File: src/rtl/rv32_ctrl_fsm.sv
// Multi-cycle control sequencer for the RV32I datapath.
// Walks each instruction through FETCH, DECODE, EXEC and WB, driving the
// register-file, ALU and PC controls. OP, OP-IMM, LUI, JAL and JALR execute;
// SYSTEM halts cleanly and any undecodable word halts with illegal set.
module rv32_ctrl_fsm (
  input  logic        clk,
  input  logic        rst,
  input  logic        run,
  output logic        imem_req,
  input  logic        imem_ack,
  input  logic [31:0] imem_rdata,
  output logic [4:0]  ra0,
  output logic [4:0]  ra1,
  output logic [4:0]  wa,
  output logic        wr_en,
  output logic [3:0]  alu_op,
  output logic [1:0]  src_a_sel,
  output logic        src_b_sel,
  output logic [31:0] imm,
  output logic        wb_sel,
  output logic        pc_we,
  output logic        jump,
  output logic        pc_lsb_clr,
  output logic        halted,
  output logic        illegal,
  output logic [31:0] instret
);

  typedef enum logic [2:0] {
    IDLE,
    FETCH,
    DECODE,
    EXEC,
    WB,
    HALT
  } state_t;

  localparam logic [6:0] OPC_OP     = 7'b0110011;
  localparam logic [6:0] OPC_OP_IMM = 7'b0010011;
  localparam logic [6:0] OPC_LUI    = 7'b0110111;
  localparam logic [6:0] OPC_JAL    = 7'b1101111;
  localparam logic [6:0] OPC_JALR   = 7'b1100111;
  localparam logic [6:0] OPC_SYSTEM = 7'b1110011;

  localparam logic [3:0] ALU_ADD  = 4'd0;
  localparam logic [3:0] ALU_SUB  = 4'd1;
  localparam logic [3:0] ALU_SLL  = 4'd2;
  localparam logic [3:0] ALU_SLT  = 4'd3;
  localparam logic [3:0] ALU_SLTU = 4'd4;
  localparam logic [3:0] ALU_XOR  = 4'd5;
  localparam logic [3:0] ALU_SRL  = 4'd6;
  localparam logic [3:0] ALU_SRA  = 4'd7;
  localparam logic [3:0] ALU_OR   = 4'd8;
  localparam logic [3:0] ALU_AND  = 4'd9;

  state_t      state;
  logic [31:0] ir;

  logic [6:0]  opcode;
  logic [4:0]  rd;
  logic [2:0]  funct3;
  logic [4:0]  rs1;
  logic [4:0]  rs2;
  logic [6:0]  funct7;
  logic [31:0] imm_i;
  logic [31:0] imm_u;
  logic [31:0] imm_j;

  logic [3:0]  dec_alu_op;
  logic [1:0]  dec_src_a;
  logic        dec_src_b;
  logic [31:0] dec_imm;
  logic        dec_wb_sel;
  logic        dec_jump;
  logic        dec_lsb_clr;
  logic        dec_legal;
  logic        dec_system;

  assign opcode = ir[6:0];
  assign rd     = ir[11:7];
  assign funct3 = ir[14:12];
  assign rs1    = ir[19:15];
  assign rs2    = ir[24:20];
  assign funct7 = ir[31:25];
  assign imm_i  = {{20{ir[31]}}, ir[31:20]};
  assign imm_u  = {ir[31:12], 12'b0};
  assign imm_j  = {{11{ir[31]}}, ir[31], ir[19:12], ir[20], ir[30:21], 1'b0};

  assign imem_req = (state == FETCH);

  // funct3 selects the ALU operation; alt picks SUB/SRA over ADD/SRL
  function automatic logic [3:0] alu_from_f3(input logic [2:0] f3, input logic alt);
    logic [3:0] op;
    case (f3)
      3'b000:  op = alt ? ALU_SUB : ALU_ADD;
      3'b001:  op = ALU_SLL;
      3'b010:  op = ALU_SLT;
      3'b011:  op = ALU_SLTU;
      3'b100:  op = ALU_XOR;
      3'b101:  op = alt ? ALU_SRA : ALU_SRL;
      3'b110:  op = ALU_OR;
      default: op = ALU_AND;
    endcase
    return op;
  endfunction

  // Decode the latched instruction into datapath controls and a legality verdict
  always_comb begin
    dec_alu_op  = ALU_ADD;
    dec_src_a   = 2'd0;
    dec_src_b   = 1'b0;
    dec_imm     = 32'd0;
    dec_wb_sel  = 1'b0;
    dec_jump    = 1'b0;
    dec_lsb_clr = 1'b0;
    dec_legal   = 1'b0;
    dec_system  = 1'b0;
    case (opcode)
      OPC_OP: begin
        dec_legal  = (funct7 == 7'h00) ||
                     ((funct7 == 7'h20) && ((funct3 == 3'b000) || (funct3 == 3'b101)));
        dec_alu_op = alu_from_f3(funct3, funct7[5]);
      end
      OPC_OP_IMM: begin
        dec_src_b  = 1'b1;
        dec_imm    = imm_i;
        case (funct3)
          3'b001:  dec_legal = (funct7 == 7'h00);
          3'b101:  dec_legal = (funct7 == 7'h00) || (funct7 == 7'h20);
          default: dec_legal = 1'b1;
        endcase
        dec_alu_op = alu_from_f3(funct3, (funct3 == 3'b101) && funct7[5]);
      end
      OPC_LUI: begin
        dec_legal = 1'b1;
        dec_src_a = 2'd2;
        dec_src_b = 1'b1;
        dec_imm   = imm_u;
      end
      OPC_JAL: begin
        dec_legal  = 1'b1;
        dec_src_a  = 2'd1;
        dec_src_b  = 1'b1;
        dec_imm    = imm_j;
        dec_wb_sel = 1'b1;
        dec_jump   = 1'b1;
      end
      OPC_JALR: begin
        dec_legal   = (funct3 == 3'b000);
        dec_src_b   = 1'b1;
        dec_imm     = imm_i;
        dec_wb_sel  = 1'b1;
        dec_jump    = 1'b1;
        dec_lsb_clr = 1'b1;
      end
      OPC_SYSTEM: begin
        dec_legal  = 1'b1;
        dec_system = 1'b1;
      end
      default: dec_legal = 1'b0;
    endcase
  end

  // Sequencer: state, instruction register and every registered control output
  always_ff @(posedge clk) begin
    if (rst) begin
      state      <= IDLE;
      ir         <= 32'd0;
      ra0        <= 5'd0;
      ra1        <= 5'd0;
      wa         <= 5'd0;
      wr_en      <= 1'b0;
      alu_op     <= ALU_ADD;
      src_a_sel  <= 2'd0;
      src_b_sel  <= 1'b0;
      imm        <= 32'd0;
      wb_sel     <= 1'b0;
      pc_we      <= 1'b0;
      jump       <= 1'b0;
      pc_lsb_clr <= 1'b0;
      halted     <= 1'b0;
      illegal    <= 1'b0;
      instret    <= 32'd0;
    end else begin
      case (state)
        IDLE: begin
          if (run) state <= FETCH;
        end
        FETCH: begin
          if (imem_ack) begin
            ir    <= imem_rdata;
            state <= DECODE;
          end
        end
        DECODE: begin
          if (dec_system) begin
            halted <= 1'b1;
            state  <= HALT;
          end else if (!dec_legal) begin
            halted  <= 1'b1;
            illegal <= 1'b1;
            state   <= HALT;
          end else begin
            ra0        <= rs1;
            ra1        <= rs2;
            wa         <= rd;
            alu_op     <= dec_alu_op;
            src_a_sel  <= dec_src_a;
            src_b_sel  <= dec_src_b;
            imm        <= dec_imm;
            wb_sel     <= dec_wb_sel;
            jump       <= dec_jump;
            pc_lsb_clr <= dec_lsb_clr;
            state      <= EXEC;
          end
        end
        EXEC: begin
          wr_en <= (wa != 5'd0);
          pc_we <= 1'b1;
          state <= WB;
        end
        WB: begin
          wr_en   <= 1'b0;
          pc_we   <= 1'b0;
          instret <= instret + 32'd1;
          state   <= FETCH;
        end
        HALT: begin
          wr_en <= 1'b0;
          pc_we <= 1'b0;
          state <= HALT;
        end
        default: state <= IDLE;
      endcase
    end
  end

endmodule
File: config.mk
export PLATFORM = sky130hd
export DESIGN_NAME = rv32_ctrl_fsm
export DESIGN_NICKNAME = d
export VERILOG_FILES = /design/src/rtl/rv32_ctrl_fsm.sv
export SDC_FILE = /design/constraint.sdc
export NUM_CORES = 1
export LEC_CHECK = 0
export CORE_MARGIN = 3
export CORE_UTILIZATION = 52
export CTS_CLUSTER_DIAMETER = 100
export DETAILED_ROUTE_END_ITERATION = 7
export PLACE_DENSITY_LB_ADDON = 0.1
export RECOVER_POWER = 25
export SLEW_MARGIN = 20
export SYNTH_ARGS = -nofsm -noshare
export SYNTH_HDL_FRONTEND = slang
export SYNTH_SLANG_ARGS = --single-unit
File: constraint.sdc
create_clock -name clk -period 3.2 [get_ports clk]
set_clock_uncertainty 0.1 [all_clocks]
set_input_delay 0.64 -clock clk [delete_from_list [all_inputs] [get_ports clk]]
set_output_delay 0.64 -clock clk [all_outputs]
set_load 0.05 [all_outputs]
* Word-level counts from Yosys, hierarchy flattened
Index checks and enable logic that the tools add are counted.
** Storage, ports and cells
- Register bits :: 127
- Input port bits :: 36
- Output and inout bits :: 94
- Word-level logic and storage cells :: 84
** Cells by class
- Add/sub/neg operators :: 1
- Equal/unequal tests :: 21
- Muxes and demuxes :: 24
- Bitwise gates (word level) :: 2
- Reduce and logical (&&, ||, !) cells :: 20
** Operator list (number)
- case mux 32 bit (3 select lines) :: 1
- case mux 4 bit (7 select lines) :: 2
- adder 32 x 1 -> 32 bit, second input constant :: 1
- == test 7 x 6 -> 1 bit, second input constant :: 3
- == test 7 bit, second input constant :: 3
- case mux 3 bit (6 select lines) :: 1
- == test 3 bit, second input constant :: 5
- == test 3 x 2 -> 1 bit, second input constant :: 4
- two-way mux 3 bit :: 4
- two-way mux 1 bit :: 10
- case mux 4 bit (2 select lines) :: 1
- == test 7 x 5 -> 1 bit, second input constant :: 1
- logical NOT 7 bit :: 1
- == test 3 x 1 -> 1 bit, second input constant :: 2
- logical NOT 3 bit :: 2
- case mux 1 bit (2 select lines) :: 3
- AND reduction 2 bit :: 3
- AND reduction 3 bit :: 2
- OR reduction 2 bit :: 3
- nonzero test 5 bit :: 1
- inequality test 2 x 1 -> 1 bit, second input constant :: 2
- case mux 1 bit (4 select lines) :: 1
- case mux 2 bit (2 select lines) :: 1
- OR reduction 4 bit :: 1
- other kinds (6) :: 10

* Longest topological paths before layout
Gate-level depths: netlist (run 1).
- Word-level depth :: 8
- Gate-level depth with buffers :: 9
- Depth with buffers taken out :: 6

* Least setup slack after synthesis (run 1)
No wires, ideal clock.
- Kind :: register -> register
- Start :: register state[0]
- End :: register ir[1]
- Arrival time :: 2494 ps
- Required time :: 2966 ps
- Slack :: 473 ps
- Stages on the path, launching flop included :: 7
- Path buffers :: 2
- Period minus slack after synthesis :: 2727 ps
- Path through :: dfxtp_1 -> clkbuf_1 -> nor3b_1 -> nand2_1 -> clkbuf_1 -> nand2_1 -> a21oi_1
** On the way
- Cells in the longest elaborated chain, start to end :: 2
** RTL lines
- from (decl) :: RTL line 56 : state_t state;
- from (signal assigned) :: RTL line 167 : state <= IDLE;
- from (signal assigned) :: RTL line 187 : if (run) state <= FETCH;
- from (signal assigned) :: RTL line 192 : state <= DECODE;
- == test 3 x 1 -> 1 bit
- net imem_req :: RTL line 9 : output logic imem_req,
- AND reduction 2 bit (no source line)
- to (signal assigned) :: RTL line 191 : ir <= imem_rdata;
- to (decl) :: RTL line 57 : logic [31:0] ir;
The timed path passes the listed nets, and every way through them passes these cells.
A chain may end at the register's enable or synchronous reset.

* Worst setup path after layout (run 1)
- Start :: register state[0]
- End :: output imem_req
** On the way
- Cells in the longest elaborated chain, start to end :: 1
** RTL lines
- == test 3 x 1 -> 1 bit :: RTL line 89 : assign imem_req = (state == FETCH);
- to (decl) :: RTL line 9
No other way between the ends.

==> metrics.txt, run 1 <==
status=completed; synthesized instance count=663; Final setup viols=0; final period utilization=0.9106; Fmax=343.2 MHz; max cap viols=0; Syn Nets=700; drt first pass iters=5; global placement routability congestion=0.8919; DP Area=7033 sq um; root buffer cell=clkbuf_8; drt drc=0; pre-CTS WS=633.4 ps; CP max FO=12; post-synthesis average cell area=8.666 sq um; Final Hold Vio Count=0; Power Density=490.1 nW/um^2; minimum clock period=2914 ps; Commonest cells post-synth=145 x nand2_1, 127 x dfxtp_1, 48 x a21oi_1; clk sinks=127; cts hold-fix bufs=0; ranking of synthesized cells by area=dfxtp_1 44%, nand2_1 9.5%, mux2i_1 4.9%; Hold/Removal Path Class=reg2reg; FFs w/ async S/R, synth=0; CP Launch Type=flop; worst r2r path cells=5; part of the power in the clock network=0.514; Final Slew Violations=0; DRT iter0 DRCs=401; count of cell types in the netlist=59; Total Routing Usage GR=0.2365; VDD IR-drop max=0.3973 mV; Setup Buffers After CTS=0; Initial Util=0.5443; Yosys reg bits=127; Resize count post-CTS=0; area leader, netlist=dfxtp_1; CP Class=reg2out; internal power=2.842 mW; CP Data Arrival Time=2170 ps; vias per cell=5.453; met1 usage=0.3136; initial antenna violation count=0; GRT overflow=0; Worst Hold Launch=ir[8]$_SDFFE_PP0P_; vias post-DR=5,028; r2r startpoint=state[2]$_SDFFE_PP0P_; post-route ant nets=0; RSZ-0062 raised after global routing=false; nets=810; largest net degree at the start of global routing=48; proportion of layout cells with a drive suffix above 1=0.09160; DP Wirelength=10,000 um; vias in the first global route=5,008; first-pass GRT wire length=24,110 um; core box area=10,560 sq um; r2r setup slk=380 ps; Post-Route Utilization=0.7193; post-synth top area share=0.4425; area growth from synthesis to layout=32.14%; gr busiest metal=met2; Die ar.=12,350 sq um; sw frac=0.2363; placed insts=890; NetSw=879.2 uW; worst reg2reg path endpoint=instret[27]$_SDFFE_PP0P_; met3 GRT Util=0.05022; setup TNS=0 ps; Fillers=826; worst-case clock buffer depth=2; design area=7592 sq um; WL/cell=15.73 um; met2 Use GR=0.3835; Cell Rows=37; H-tree depth reported by CTS=4; CTS clock-pin slew for the worst setup and hold paths=60 ps; IO Port Bufs=129; Die Y=111.1 um; Routed WL=14,500 um; fin worst setup slack=286.0 ps; TritonCTS clock tree=done; CP required=2460 ps; Ant. Diodes=0; critical path endpoint category=primary output; Hold Path Sink=ir[8]$_SDFFE_PP0P_; I/O pins=130; Seq/Total Area, Yosys=0.4425; Flop pwr share=0.440; Skew-Pair Late Insertion Delay=500 ps; Primary FF master, synth=dfxtp_1; leakage power=2.654 nW; die width=111.1 um; Post-synth EDFFs=0; WHS Path Cells=2; Synth Warn #=0; top-count cell post-synth=nand2_1; Post-Syn Area=5746 sq um; fin cells=922; Comb power frac=0.047; Slew HR=0.05524; CP Launch Point=state[0]$_SDFFE_PP0P_; Slew @ Worst Pin=1417 ps; CTS Buf Count=17
==> placed cells by master, fill, tap and decap left out, types with 3 or more instances in the layout <==
cell             instances
and4_1                   3
nand3_1                 12
a21oi_1                 48
buf_4                    6
mux2_4                  10
xor2_1                  24
clkinvlp_4               4
and3_1                   7
clkbuf_16               16
inv_1                   23
o32ai_2                 11
nor2_1                  46
nand2_1                145
nand2b_1                 3
nand4_1                 14
xnor2_1                  3
clkdlybuf4s50_1        128
mux2i_1                 28
nor4_1                   3
nor3_1                  13
o32ai_1                  5
dfxtp_1                127
and2_1                  10
o21ai_0                 22
clkbuf_8                 3
inv_6                    5
or3_1                    5
a21o_1                   5
nor2b_1                 14
==> layout make-up <==
type / count / area, sq um / share of cell area
Multi-Input combinational cell: 467 / 2846 / 0.3749
Sequential cell: 127 / 2542 / 0.3349
Timing Repair Buffer: 137 / 1354 / 0.1783
Clock buffer: 19 / 441.7 / 0.05817
Tap cell: 136 / 170.2 / 0.02241
Clock inverter: 13 / 151.4 / 0.01994
Inverter: 23 / 86.33 / 0.01137
==> how the worst max path moves through the flow <==
| stage | to | slack, ps | cells after the start |
|---|---|---|---|
| 2_1_floorplan | ir[1]$_SDFFE_PP0P_ | 470 | 6 |
| 3_3_place_gp | src_b_sel$_SDFFE_PP0P_ | 720 | 5 |
| 3_5_place_dp | src_b_sel$_SDFFE_PP0P_ | 630 | 5 |
| 4_1_cts | imem_req | 260 | 2 |
| 5_1_grt | instret[27]$_SDFFE_PP0P_ | 160 | 5 |
| 6_report | imem_req | 290 | 2 |
==> power by group through the flow <==
stage          clock network, mW  logic, mW  registers, mW
6_report                    1.91      0.175           1.64
5_1_grt                     2.00      0.191           1.64
4_1_cts                     1.93      0.176           1.64
3_5_place_dp                   0      0.174           1.67
3_3_place_gp                   0      0.171           1.67
2_1_floorplan                  0      0.110           1.66
==> per-stage QoR <==
step / power, mW / hold slack [ps]
2_1_floorplan: 1.767 / 336.6
6_report: 3.721 / 354.4
5_1_grt: 3.832 / 371.4
3_5_place_dp: 1.844 / 348.2
4_1_cts: 3.742 / 352.4
3_3_place_gp: 1.840 / 343.9
==> registers in the layout (all words and copies together), names as in the netlist <==
register / flops
pc_we: 1
wa: 5
wr_en: 1
alu_op: 4
ra0: 5
ra1: 5
imm: 32
illegal: 1
instret: 32
state: 3
halted: 1
src_b_sel: 1
src_a_sel: 2
pc_lsb_clr: 1
ir: 32
jump: 1
==> logic make-up after synthesis <==
| kind of cell | count (synthesis) | synth area share |
|---|---|---|
| muxes | 41 | 0.08079 |
| DFF | 127 | 0.4425 |
| buffers and inverters | 69 | 0.05814 |
| xor gates and xnor gates | 27 | 0.04116 |
| adders and majority gates | 1 | 0.002177 |
| AOI/OAI and AO/OA | 107 | 0.1335 |
| and+or+nand+nor | 291 | 0.2417 |
==> metal layers <==
layer	wire, um	vias up
met5	0	-
met4	252	0
met3	700	22
met2	6934	149
met1	6615	2382
li1	-	2475
==> critical path, cell delays in order (launching register included) <==
cell and delay (ps):
dfxtp_1 500, nor3b_1 310, clkdlybuf4s50_1 860
Note: power is estimated with default switching activity, not from simulation.
==> run 2, diff against run 1 <==
- HOLD_SLACK_MARGIN: not set -> 0.08
==> results of run 2 <==
Same layout as run 1: the final DEF is identical, and so are final timing and power.
==> run 3, diff against run 2 <==
- SKIP_LAST_GASP: not set -> 1
==> results of run 3 <==
Same layout as run 1: the final DEF is identical, and so are final timing and power.
